$ cat src/rtl/ecc_pkg.sv
// Shared types and constants for the ECC accelerator datapath.
package ecc_pkg;

  localparam int ECC_WIDTH = 64;

  typedef enum logic [2:0] {
    IDLE,
    SCAN,
    SQ,
    SQ_WAIT,
    MUL,
    MUL_WAIT,
    DONE
  } modexp_state_e;

endpackage

$ cat src/rtl/mod_exp_sequencer.sv
// Left-to-right square-and-multiply sequencer for base^exp mod p.
// Drives a shared external modular multiplier through a start/finish handshake.
module mod_exp_sequencer
  import ecc_pkg::*;
#(
  parameter int WIDTH = ECC_WIDTH,
  parameter int IDX_W = $clog2(WIDTH)
) (
  input  logic             clk_i,
  input  logic             rst_ni,
  input  logic             start_i,
  input  logic [WIDTH-1:0] base_i,
  input  logic [WIDTH-1:0] exp_i,
  input  logic [WIDTH-1:0] p_i,
  output logic             busy_o,
  output logic             done_o,
  output logic [WIDTH-1:0] result_o,
  output logic [WIDTH-1:0] mul_a_o,
  output logic [WIDTH-1:0] mul_b_o,
  output logic [WIDTH-1:0] mul_p_o,
  output logic             mul_start_o,
  input  logic             mul_finish_i,
  input  logic [WIDTH-1:0] mul_result_i
);

  modexp_state_e    state_q, state_d;
  logic [IDX_W-1:0] idx_q, idx_d;
  logic [WIDTH-1:0] acc_q, acc_d;
  logic [WIDTH-1:0] base_q, exp_q, p_q;
  logic [WIDTH-1:0] result_q;
  logic [WIDTH-1:0] mul_a_q, mul_b_q;
  logic             mul_start_q;
  logic             launch_mul;

  // NOTE: every variable gets a default before the case so no path leaves it
  // unassigned; otherwise synthesis infers a latch to hold the old value.
  always_comb begin
    state_d = state_q;
    idx_d   = idx_q;
    acc_d   = acc_q;
    unique case (state_q)
      IDLE: begin
        if (start_i) begin
          state_d = SCAN;
          idx_d   = IDX_W'(WIDTH - 1);
        end
      end
      SCAN: begin
        if (exp_q[idx_q]) begin
          acc_d = base_q;
          if (idx_q == '0) begin
            state_d = DONE;
          end else begin
            idx_d   = idx_q - IDX_W'(1);
            state_d = SQ;
          end
        end else if (idx_q == '0) begin
          // exp == 0: x^0 = 1, which reduces to 0 when p == 1
          acc_d   = (p_q == WIDTH'(1)) ? '0 : WIDTH'(1);
          state_d = DONE;
        end else begin
          idx_d = idx_q - IDX_W'(1);
        end
      end
      SQ:  state_d = SQ_WAIT;
      SQ_WAIT: begin
        if (mul_finish_i) begin
          acc_d = mul_result_i;
          if (exp_q[idx_q]) begin
            state_d = MUL;
          end else if (idx_q == '0) begin
            state_d = DONE;
          end else begin
            idx_d   = idx_q - IDX_W'(1);
            state_d = SQ;
          end
        end
      end
      MUL: state_d = MUL_WAIT;
      MUL_WAIT: begin
        if (mul_finish_i) begin
          acc_d = mul_result_i;
          if (idx_q == '0) begin
            state_d = DONE;
          end else begin
            idx_d   = idx_q - IDX_W'(1);
            state_d = SQ;
          end
        end
      end
      DONE:    state_d = IDLE;
      default: state_d = IDLE;
    endcase
  end

  // Operands are loaded on entry to SQ/MUL so the start pulse and the
  // operands appear together in that state's cycle.
  assign launch_mul = (state_d == SQ) || (state_d == MUL);

  // NOTE: sequential state uses non-blocking assignments so every register
  // samples the pre-edge values regardless of statement order.
  always_ff @(posedge clk_i or negedge rst_ni) begin
    if (!rst_ni) begin
      state_q     <= IDLE;
      idx_q       <= '0;
      acc_q       <= '0;
      base_q      <= '0;
      exp_q       <= '0;
      p_q         <= '0;
      result_q    <= '0;
      mul_a_q     <= '0;
      mul_b_q     <= '0;
      mul_start_q <= 1'b0;
    end else begin
      state_q     <= state_d;
      idx_q       <= idx_d;
      acc_q       <= acc_d;
      mul_start_q <= launch_mul;
      if (state_q == IDLE && start_i) begin
        base_q <= base_i;
        exp_q  <= exp_i;
        p_q    <= p_i;
      end
      if (launch_mul) begin
        mul_a_q <= acc_d;
        mul_b_q <= (state_d == SQ) ? acc_d : base_q;
      end
      if (state_d == DONE) begin
        result_q <= acc_d;
      end
    end
  end

  assign busy_o      = (state_q != IDLE);
  assign done_o      = (state_q == DONE);
  assign result_o    = result_q;
  assign mul_a_o     = mul_a_q;
  assign mul_b_o     = mul_b_q;
  assign mul_p_o     = p_q;
  assign mul_start_o = mul_start_q;

endmodule

$ cat config.mk
export PLATFORM = sky130hd
export DESIGN_NAME = mod_exp_sequencer
export DESIGN_NICKNAME = d
export VERILOG_FILES = /design/src/rtl/ecc_pkg.sv /design/src/rtl/mod_exp_sequencer.sv
export SDC_FILE = /design/constraint.sdc
export NUM_CORES = 1
export LEC_CHECK = 0
export ABC_AREA = 1
export BUFFER_PORTS_ARGS = -buffer_cell sky130_fd_sc_hd__buf_4
export CORE_MARGIN = 8
export CORE_UTILIZATION = 55
export DETAILED_ROUTE_END_ITERATION = 12
export PLACE_DENSITY = 0.81
export RECOVER_POWER = 100
export SYNTH_ARGS = -nofsm -noshare
export SYNTH_HDL_FRONTEND = slang
export SYNTH_SLANG_ARGS = --single-unit
$ cat constraint.sdc
create_clock -name clk_i -period 4.2 [get_ports clk_i]
set_clock_uncertainty 0.1 [all_clocks]
set_input_delay 1.26 -clock clk_i [delete_from_list [all_inputs] [get_ports clk_i]]
set_output_delay 1.26 -clock clk_i [all_outputs]
set_load 0.02 [all_outputs]
==> results of run 1 <==
## sequential cells by signal, indices dropped and copies added (netlist names)
signal / flops
result_o: 64
mul_b_o: 64
mul_p_o: 64
mul_start_o: 1
idx_q: 6
acc_q: 64
mul_a_o: 64
base_q: 64
state_q: 3
exp_q: 64
## worst max path at each step
| stage | start | to |
|---|---|---|
| 2_1_floorplan | start_i | mul_a_o[53] |
| 5_1_grt | idx_q[0] | mul_a_o[46] |
| 6_report | idx_q[0] | mul_a_o[40] |
| 3_3_place_gp | mul_finish_i | mul_b_o[62] |
| 4_1_cts | idx_q[0] | mul_a_o[40] |
| 3_5_place_dp | mul_finish_i | mul_a_o[40] |
## synth_stat cells, drive strengths merged
library cell | number | area share [%]
nand2 | 1357 | 25
inv | 97 | 1.8
nor3 | 6 | 0.15
buf | 74 | 2.4
a22oi | 55 | 2.0
nor2 | 203 | 3.8
nand4 | 56 | 1.7
nor4b | 1 | 0.043
a211oi | 1 | 0.037
or2 | 2 | 0.061
clkinv | 2 | 0.037
o21ai | 86 | 2.1
a2111oi | 1 | 0.049
ha | 1 | 0.061
nand3b | 1 | 0.037
clkbuf | 73 | 1.3
dfrtp | 458 | 56
o22ai | 1 | 0.031
nor4 | 10 | 0.31
a31oi | 1 | 0.031
a21oi | 6 | 0.18
nand3 | 97 | 2.5
## per-layer routing
metal,global-route usage [%],wire (um)
met5,0,0
met4,16.2,3750
met3,8.92,7400
met2,54.7,34900
met1,38.4,26100
## report_power, final
group	internal [uW]	switching (uW)	total, uW	leakage, uW
Sequential	6470	1250	7720	0.00575
Clock	2580	1790	4360	0.000804
Combinational	3150	8670	11800	0.00676
Total	12200	11700	23900	0.0133
## cell type report
cell class | count | area, um^2 | share of cell area, %
clock buffer | 67 | 1400 | 5.60
timing repair buffer | 554 | 3240 | 12.9
multi-input combinational | 1885 | 7790 | 31.1
antenna | 1 | 2.50 | 0.00997
tap | 468 | 586 | 2.33
inverter | 99 | 387 | 1.54
clock inverter | 20 | 213 | 0.848
sequential | 458 | 11500 | 45.7
## through the flow
step / total power [uW] / setup WS [ns] / area, um^2 / hold slack, ns / std cells
floorplan: 15600 / 1.20 / 20400 / 0.341 / 2589
global placement: 19900 / 0.393 / 24600 / 0.357 / 3464
detailed placement: 20300 / 0.222 / 24600 / 0.361 / 3464
CTS: 24800 / 0.344 / 26200 / 0.376 / 3551
global route: 25500 / 0.0129 / 25100 / 0.388 / 3552
finish: 23900 / 0.307 / 25100 / 0.370 / 3552
## placed cells by master, fill, tap and decap left out, types with 11 or more instances in the layout
master / n
dfrtp_1: 458
nand4_1: 56
inv_1: 92
buf_4: 277
clkbuf_1: 271
o21ai_0: 85
clkinv_2: 12
clkbuf_16: 49
nor2_1: 199
nand3_1: 93
clkbuf_8: 11
a22oi_1: 55
nand2_1: 1351
## worst register-to-register path: cells and delay by family, from the launching register on
kind,cells,cell delay [ns]
AND/OR/NAND/NOR,13,2.13
buffers and inverters,3,0.99
flip-flops,1,0.61
## logic make-up after synthesis
group / count (synthesis) / share of synthesized area, %
flops: 458 / 56.2
simple gates: 1733 / 33.7
compound gates: 151 / 4.47
buf+inv: 246 / 5.59
fa+ha+maj: 1 / 0.0613
==> summary.txt, run 1 <==
STA
  – Max_slew headroom: -75.4%
  – Crit share post-route: 92.7%
  – Worst-margin pin slew: 2.63 ns
  – Min Tclk post-route: 3.89 ns
  – Setup violations, final: 0
  – RSZ-0062 raised after global routing: no
  – F_max: 257 MHz
  – Final setup TNS: 0 ns
  – Max Slew Vio Count: 412
  – Count of final hold-check violations: 0

Floorplanning
  – Core Footprint: 36600 um^2
  – Rows: 70
  – Die Area: 43500 um^2
  – Die Y: 209 um
  – Starting density of the core: 55.7%
  – I/O pins: 519
  – Chip Width: 209 um

Placement
  – Port-buffer cells: 518
  – Gpl congestion: 0.904
  – Dpl hpwl: 49000 um

Worst setup path
  – CP Max Fanout: 34
  – FF-to-FF setup slack: 0.31 ns
  – Crit path kind: reg -> reg
  – Critical R2R Capture: mul_a_o[40]
  – Worst setup EP type: flop
  – Biggest cell delay along the critical path: 0.74 ns
  – Worst Path Buf+Inv: 3
  – R2R depth: 16
  – Critical path launch point type: flop
  – CP required: 4.61 ns
  – Crit path cell chain: buf_4 > nand2_1 > nand3_1 > nand3_1 > nand3_1 > nand3_1 > nand3_2 > nand4_1 > nand2_2 > inv_1 > nand2_1 > nor2_1 > nor2_4 > buf_4 > nand2_1 > nand2_1
  – Worst R2R Start: idx_q[0]
  – Worst path depth: 16
  – Critical-path top delay cell: nor2_4
  – CP Data Arrival Time: 4.30 ns
  – Delay-heaviest family, CP: simple AND/OR/NAND/NOR gates

Synthesis
  – Post-synthesis sequential element count: 458
  – Unique cell type count in the Yosys netlist: 34
  – Post-synthesis sequential area ratio: 56.2%
  – Netlist Area Pre-Place: 20400 um^2
  – Post-Syn Nets: 2850
  – Syn. warnings: 0
  – Synth Instances: 2589
  – Synth Area per Inst: 7.88 um^2

Detailed routing
  – WL final: 72100 um
  – Vias per cell: 5.57
  – 1st-pass router iterations: 5
  – Routed WL per cell: 20.3 um
  – Detail Route Antenna Nets: 0
  – Initial DRC Count: 1696
  – DRC errors left: 0
  – DR vias: 19.8k

Min path
  – Hold Path Origin: result_o[35]
  – Hold Path Sink: result_o[35]
  – Worst min-delay path class: reg -> reg
  – Hold Crit Depth: 2

Clocking
  – Clock sinks: 458
  – CTS H-tree lvls: 2
  – Clock-pin slew on the worst setup and hold paths: 0.06 ns
  – Post-CTS Hold Buffers: 0
  – Clock root buffer: clkbuf_16
  – CTS tree: done
  – Max Buffers Root-to-Sink: 3
  – Postcts setup bufs: 0
  – Post-cts gate resize count: 0
  – Clk Latency, worst-skew pair: 0.57 ns
  – Total CTS buffers: 48

Outcome
  – Status: complete, but fails checks
  – Failing checks: capacitance limit, slew limit

Job
  – Max Cap Viol: 3

Global routing
  – First-pass GRT wire length: 113000 um
  – Total track usage: 32.6%
  – Grt ovf: 0
  – Vias in the first global route: 20.6k
  – Largest net degree at the start of global routing: 270
  – Initial antenna violation count: 1

Cells and area
  – Fillers: 3094
  – Layout Nets: 3307
  – Layout area overhead: 23.0%
  – Core Util, Final: 68.5%
  – Layout cells sized above 1: 12.7%

Power and ir drop
  – Leakage: 0.0133 uW
  – PD cells: 953 nW/um^2
  – Max VDD drop: 0.897 mV
Note: power is estimated with default switching activity, not from simulation.
==> run 2, diff against run 1 <==
--- a/config.mk
+++ b/config.mk
@@ -7,10 +7,12 @@
 export LEC_CHECK = 0
 export ABC_AREA = 1
 export BUFFER_PORTS_ARGS = -buffer_cell sky130_fd_sc_hd__buf_4
+export CORE_ASPECT_RATIO = 0.5
 export CORE_MARGIN = 8
 export CORE_UTILIZATION = 55
 export DETAILED_ROUTE_END_ITERATION = 12
-export PLACE_DENSITY = 0.81
+export GPL_TIMING_DRIVEN = 0
+export PLACE_DENSITY_LB_ADDON = 0.12
 export RECOVER_POWER = 100
 export SYNTH_ARGS = -nofsm -noshare
 export SYNTH_HDL_FRONTEND = slang
==> run 2 against run 1 <==
Effect of this change:
- clock power shrank 8.0%
- clock-buffer cell count shrank 2
- routed wire length grew 2.6%
- critical path depth shrank 4
- critical endpoint is now mul_b_o[58]
- the run now ends clean
- register-to-register slack gained 0.33 ns
==> summary.txt, run 2 (synthesis gave the netlist of run 1 again) <==
Detailed routing
  – Routed WL per cell: 20.1 um
  – 1st-pass router iterations: 7
  – Vias per cell: 5.53
  – Initial DRC Count: 2184
  – WL final: 74000 um
  – Top routing layer used: met5
  – Met2 wire length: 33200 um
  – DR vias: 20.4k
  – DRC errors left: 0
  – M1 WL: 31000 um
  – Detail Route Antenna Nets: 0
  – Routed wl met3: 7010 um

Worst setup path
  – CP Capture Point: mul_b_o[58]
  – Worst R2R Start: idx_q[0]
  – CP Max Fanout: 10
  – CP required: 4.55 ns
  – Critical R2R Capture: mul_b_o[59]
  – FF-to-FF setup slack: 0.64 ns
  – R2R depth: 15
  – Worst Setup SP: start_i
  – Crit path cell chain: clkbuf_1 > nand3_1 > clkinv_1 > a2111oi_0 > nand2_2 > inv_2 > nand2_1 > nor2_4 > clkbuf_1 > nand2_1 > nand2_1 > nor2_1
  – Critical path launch point type: primary input
  – Biggest cell delay along the critical path: 0.65 ns
  – Most used cell, CP: nand2_1
  – CP Data Arrival Time: 3.94 ns
  – Crit path kind: in -> reg
  – Critical-path top delay cell: a2111oi_0
  – Worst setup EP type: flop

STA
  – Max Slew Vio Count: 0
  – RSZ-0062 raised after global routing: no
  – Min Tclk post-route: 3.59 ns
  – Count of final hold-check violations: 0
  – F_max: 278 MHz
  – Hold_ws: 0.370 ns
  – Worst-margin pin slew: 1.44 ns
  – Max_slew headroom: 3.88%
  – Crit share post-route: 85.6%
  – Setup violations, final: 0

Clocking
  – CTS tree: done
  – CTS H-tree lvls: 2
  – Max Buffers Root-to-Sink: 3
  – Clock sinks: 458
  – Clk Latency, worst-skew pair: 0.56 ns
  – Clock-pin slew on the worst setup and hold paths: 0.07 ns
  – Total CTS buffers: 42
  – Post-cts gate resize count: 0
  – Post-CTS Hold Buffers: 0
  – Postcts setup bufs: 0
  – Clock root buffer: clkbuf_16

Power and ir drop
  – Leakage: 0.0135 uW
  – Switch Pwr: 12300 uW
  – Clock power share: 16.3%
  – Seq pwr share: 31.0%
  – Internal power: 12200 uW
  – Switching share of total power: 50.2%
  – Tot Pwr: 24500 uW
  – Max VDD drop: 0.468 mV
  – Comb pwr share: 52.7%
  – PD cells: 964 nW/um^2

Placement
  – Gpl congestion: 0.969
  – Port-buffer cells: 518
  – Dpl cells: 3605
  – Dpl hpwl: 56300 um

Floorplanning
  – Rows: 50
  – Die Y: 152 um
  – Starting density of the core: 55.2%
  – Die Area: 43900 um^2
  – Chip Width: 288 um
  – Core Footprint: 37000 um^2
  – I/O pins: 519

Global routing
  – Grt ovf: 0
  – Initial antenna violation count: 8
  – Vias in the first global route: 20.1k
  – Largest net degree at the start of global routing: 128
  – Total track usage: 32.8%
  – First-pass GRT wire length: 114000 um

Outcome
  – Status: completed

Cells and area
  – Commonest non-fill, non-tap cell in the layout: nand2_1
  – Layout Nets: 3416
  – Layout cells sized above 1: 12.7%
  – Post-Layout Cell Count: 3687
  – Layout area overhead: 24.7%
  – Commonest non-fill, non-tap cells in the layout: nand2_1, dfrtp_1, clkbuf_1, buf_4, nor2_1
  – Fillers: 3225

Min path
  – Hold Path Origin: mul_a_o[23]
  – Worst min-delay path class: reg -> reg

Job
  – Max Cap Viol: 0
## run 2: cell count changes in the layout (fill, tap and decap cells not counted), moves of 6 or more
cell	before	now
buf_12	7	0
buf_2	0	32
buf_4	277	271
buf_6	0	14
clkbuf_1	271	350
clkinv_2	12	5
diode_2	1	7
## run 2: metrics by stage
step | setup TNS (ns) | setup slack, ns | util (%) | area [um^2]
2_1_floorplan | 0 | 1.20 | - | 20400
3_3_place_gp | -1274.62 | -2.87 | 67.4 | 24900
3_5_place_dp | 0 | 0.408 | 67.7 | 25000
4_1_cts | 0 | 0.969 | 71.5 | 26500
5_1_grt | 0 | 0.329 | 68.8 | 25400
6_report | 0 | 0.606 | 68.8 | 25400
## run 2: worst min path at each step
stage | cells past startpoint | slack (ns) | to
after floorplan | 2 | 0.34 | exp_q[12]
after global placement | 2 | 0.36 | result_o[56]
after detailed placement | 2 | 0.36 | result_o[39]
after CTS | 2 | 0.38 | result_o[34]
after global routing | 2 | 0.40 | exp_q[62]
final | 2 | 0.37 | mul_a_o[23]
## run 2: critical path, delay by kind of cell
family / cells / cell delay (ns)
AOI/OAI and AO/OA: 1 / 0.65
and+or+nand+nor: 7 / 0.98
buffers and inverters: 4 / 1.06
## run 2: power by group through the flow
| stage | Clock [uW] | Combinational [uW] | Sequential, uW |
|---|---|---|---|
| 2_1_floorplan | 0 | 7020 | 8620 |
| 3_3_place_gp | 0 | 13100 | 7560 |
| 3_5_place_dp | 0 | 13500 | 7620 |
| 4_1_cts | 4020 | 13600 | 7580 |
| 5_1_grt | 4220 | 14100 | 7780 |
| 6_report | 4010 | 12900 | 7600 |
## run 2: routing by layer
| layer | vias up | global-route usage, % |
|---|---|---|
| li1 | 9223 | - |
| met1 | 9881 | 46.3 |
| met2 | 1096 | 50.1 |
| met3 | 174 | 7.44 |
| met4 | 2 | 10.7 |
| met5 | - | 0 |
## run 2: area by class of cell
class / instances / area [um^2] / area share (%)
flip-flops and latches: 458 / 11500 / 45.1
multi-input cells: 1885 / 7770 / 30.6
repair buffers: 522 / 3010 / 11.8
clock buffers: 65 / 1320 / 5.19
plain buffers: 147 / 753 / 2.96
well taps: 494 / 618 / 2.43
inverters: 99 / 379 / 1.49
clock inverters: 10 / 108 / 0.423
diodes: 7 / 17.5 / 0.0689
==> run 3, diff against run 2 <==
--- a/config.mk
+++ b/config.mk
@@ -5,11 +5,10 @@
 export SDC_FILE = /design/constraint.sdc
 export NUM_CORES = 1
 export LEC_CHECK = 0
-export ABC_AREA = 1
 export BUFFER_PORTS_ARGS = -buffer_cell sky130_fd_sc_hd__buf_4
 export CORE_ASPECT_RATIO = 0.5
 export CORE_MARGIN = 8
-export CORE_UTILIZATION = 55
+export CORE_UTILIZATION = 30
 export DETAILED_ROUTE_END_ITERATION = 12
 export GPL_TIMING_DRIVEN = 0
 export PLACE_DENSITY_LB_ADDON = 0.12
==> run 3 against run 2 <==
Effect of this change:
- area after synthesis shrank 1.1%
- sequential share of layout area up 0.18 points
- utilization down 31 points
==> summary.txt, run 3 <==
Clocking
  – Post-CTS Hold Buffers: 0
  – Postcts setup bufs: 0
  – Clk Latency, worst-skew pair: 0.57 ns
  – Total CTS buffers: 46
  – Clock sinks: 458
  – Clock root buffer: clkbuf_16
  – CTS H-tree lvls: 2
  – Post-cts gate resize count: 0
  – CTS tree: done
  – Clock-pin slew on the worst setup and hold paths: 0.07 ns
  – Max Buffers Root-to-Sink: 3

STA
  – RSZ-0062 raised after global routing: no
  – Final setup TNS: 0 ns
  – Max Slew Vio Count: 0
  – F_max: 259 MHz
  – Min Tclk post-route: 3.87 ns
  – Crit share post-route: 92.0%
  – Final worst slack: 0.334 ns
  – Worst-margin pin slew: 1.44 ns
  – Count of final hold-check violations: 0
  – Setup violations, final: 0
  – Max_slew headroom: 3.71%
  – Hold_ws: 0.369 ns

Synthesis
  – Synth area leader: dfrtp_1
  – Post-synthesis async set-or-reset flop share: 100%
  – Post-synth top cells: nand2_1, dfrtp_1, nor2_1
  – Mux cell area share after synthesis: 13.4%
  – Post-synthesis sequential area ratio: 56.8%
  – Number of synthesized flops with an enable pin: 0
  – Main combinational cell family by area after synthesis: simple AND/OR/NAND/NOR gates
  – Most frequent cell after synthesis: nand2_1
  – Synth Instances: 1926
  – Post-synthesis sequential element count: 458
  – Post-synthesis simple-gate area fraction: 16.2%
  – Post-Synth Adder-Cell Area: 0.161%
  – Syn. warnings: 0
  – Synth Area in Compound Gates: 8.87%
  – Post-Syn Nets: 2187
  – Synth Area per Inst: 10.5 um^2
  – Netlist Area Pre-Place: 20200 um^2
  – Synth top area share: 56.8%
  – Ys flop type: dfrtp_1
  – Top post-synthesis cells by area: dfrtp_1, nand2_1, mux2_2, a221oi_2, mux2_4
  – Unique cell type count in the Yosys netlist: 47
  – Post-Synth XOR/XNOR Area: 0.130%

Min path
  – Hold Crit Depth: 2
  – Worst min-delay path class: reg -> reg
  – Hold Path Sink: exp_q[28]
  – Hold Path Origin: exp_q[28]

Global routing
  – First-pass GRT wire length: 106000 um
  – Vias in the first global route: 16.3k
  – Largest net degree at the start of global routing: 111
  – Initial antenna violation count: 10
  – Grt ovf: 0
  – Total track usage: 18.2%

Worst setup path
  – R2R depth: 11
  – Crit path kind: reg -> reg
  – CP required: 4.55 ns
  – Critical path launch point type: flop
  – Worst setup EP type: flop
  – FF-to-FF setup slack: 0.33 ns
  – Worst R2R Start: idx_q[2]
  – CP Max Fanout: 10
  – CP Data Arrival Time: 4.22 ns
  – Worst Setup SP: idx_q[2]
  – Critical R2R Capture: mul_a_o[25]

Placement
  – Dpl hpwl: 53200 um
  – Placed inst area: 25300 um^2
  – Post-placement worst setup slack: 0.0437 ns
  – Gpl congestion: 0.795
  – Dpl cells: 3345
  – Port-buffer cells: 518

Job
  – Max Cap Viol: 0

Floorplanning
  – Chip Width: 383 um
  – Die Y: 199 um
  – Rows: 67
  – I/O pins: 519
  – Die Area: 76300 um^2
  – Core Footprint: 66700 um^2
  – Starting density of the core: 30.2%

Power and ir drop
  – Leakage: 0.0124 uW
  – PD cells: 938 nW/um^2
  – Max VDD drop: 0.344 mV

Detailed routing
  – Routed WL per cell: 21.2 um
  – 1st-pass router iterations: 5
  – Met2 wire length: 38800 um
  – DR vias: 15.8k
  – Vias per cell: 4.59
  – DRC errors left: 0
  – WL final: 72800 um
  – Top routing layer used: met4
  – M1 WL: 29100 um
  – Detail Route Antenna Nets: 0
  – Routed wl met3: 2460 um
  – Initial DRC Count: 766

Cells and area
  – Fillers: 7016
  – Post-Layout Cell Count: 3434
  – Layout cells sized above 1: 22.4%
  – Finished Cell Area: 25300 um^2
  – Commonest non-fill, non-tap cell in the layout: nand2_1
  – Commonest non-fill, non-tap cells in the layout: nand2_1, dfrtp_1, clkbuf_1, buf_4, nor2_1
  – Sequential cell area: 11500 um^2
  – Multi-input gate area: 7350 um^2
  – Layout area overhead: 25.5%
  – Layout Nets: 2757

Outcome
  – Status: completed
[run 3: cell count changes after synthesis, moves of 49 or more]
cell and change:
nand2_1 -697, nand3_1 -89, mux2_2 +84, o21ai_0 -82
inv_1 -79, mux2i_1 +70, a21oi_1 +67, nor2_1 -65
o21ai_1 +62, a221oi_2 +61, a22oi_1 -55, inv_2 +55
nand4_1 -52, mux2_4 +49
[run 3: kinds of logic (layout without fill, tap and decap cells)]
logic type	Yosys count	in the layout
xor gates and xnor gates	3	3
other	0	7
muxes	217	217
buffers and inverters	191	795
and+or+nand+nor	837	837
AOI/OAI and AO/OA	217	217
DFF	458	458
adders and majority gates	3	3
[run 3: per-stage QoR]
step                      total power, uW  util (%)
after floorplan                     16600         -
after CTS                           26300      40.3
after detailed placement            21800      37.9
after global placement              21700      37.8
after global routing                25500      38.0
final                               23800      38.0
[run 3: critical path, stage by stage (launching register included)]
cell,delay (ns)
dfrtp_1,0.33
buf_2,0.32
mux2_1,0.41
a221oi_1,0.25
o211ai_1,0.18
a32oi_4,0.43
a21oi_1,0.19
o21ai_2,0.29
nand2b_1,0.11
clkbuf_2,0.30
clkbuf_2,0.42
mux2_4,0.39
[run 3: cell type report]
class / count / area share [%]
well taps: 897 / 4.43
multi-input cells: 1277 / 29.0
clock inverters: 11 / 0.435
plain buffers: 121 / 2.28
flip-flops and latches: 458 / 45.2
inverters: 70 / 1.04
diodes: 7 / 0.0691
repair buffers: 522 / 11.8
clock buffers: 71 / 5.68
[run 3: how the worst max path moves through the flow]
| stage | to | slack [ns] | cells past startpoint |
|---|---|---|---|
| after detailed placement | mul_a_o[15] | 0.04 | 8 |
| after floorplan | mul_a_o[44] | 1.08 | 7 |
| after global placement | exp_q[24] | -3.55 | 1 |
| after global routing | mul_a_o[33] | 0.07 | 10 |
| after CTS | mul_b_o[59] | 0.39 | 12 |
| final | mul_a_o[25] | 0.33 | 11 |
[run 3: routing by layer]
metal | vias to the layer above | track usage, %
met4 | 0 | 6.44
met5 | - | 0
met1 | 7846 | 21.6
met2 | 267 | 33.7
li1 | 7532 | -
met3 | 112 | 2.80
[run 3: where the power goes]
part | internal [uW] | switching, uW
clock | 2470 | 1810
sequential | 6540 | 1270
combinational | 4020 | 7650
total | 13000 | 10700
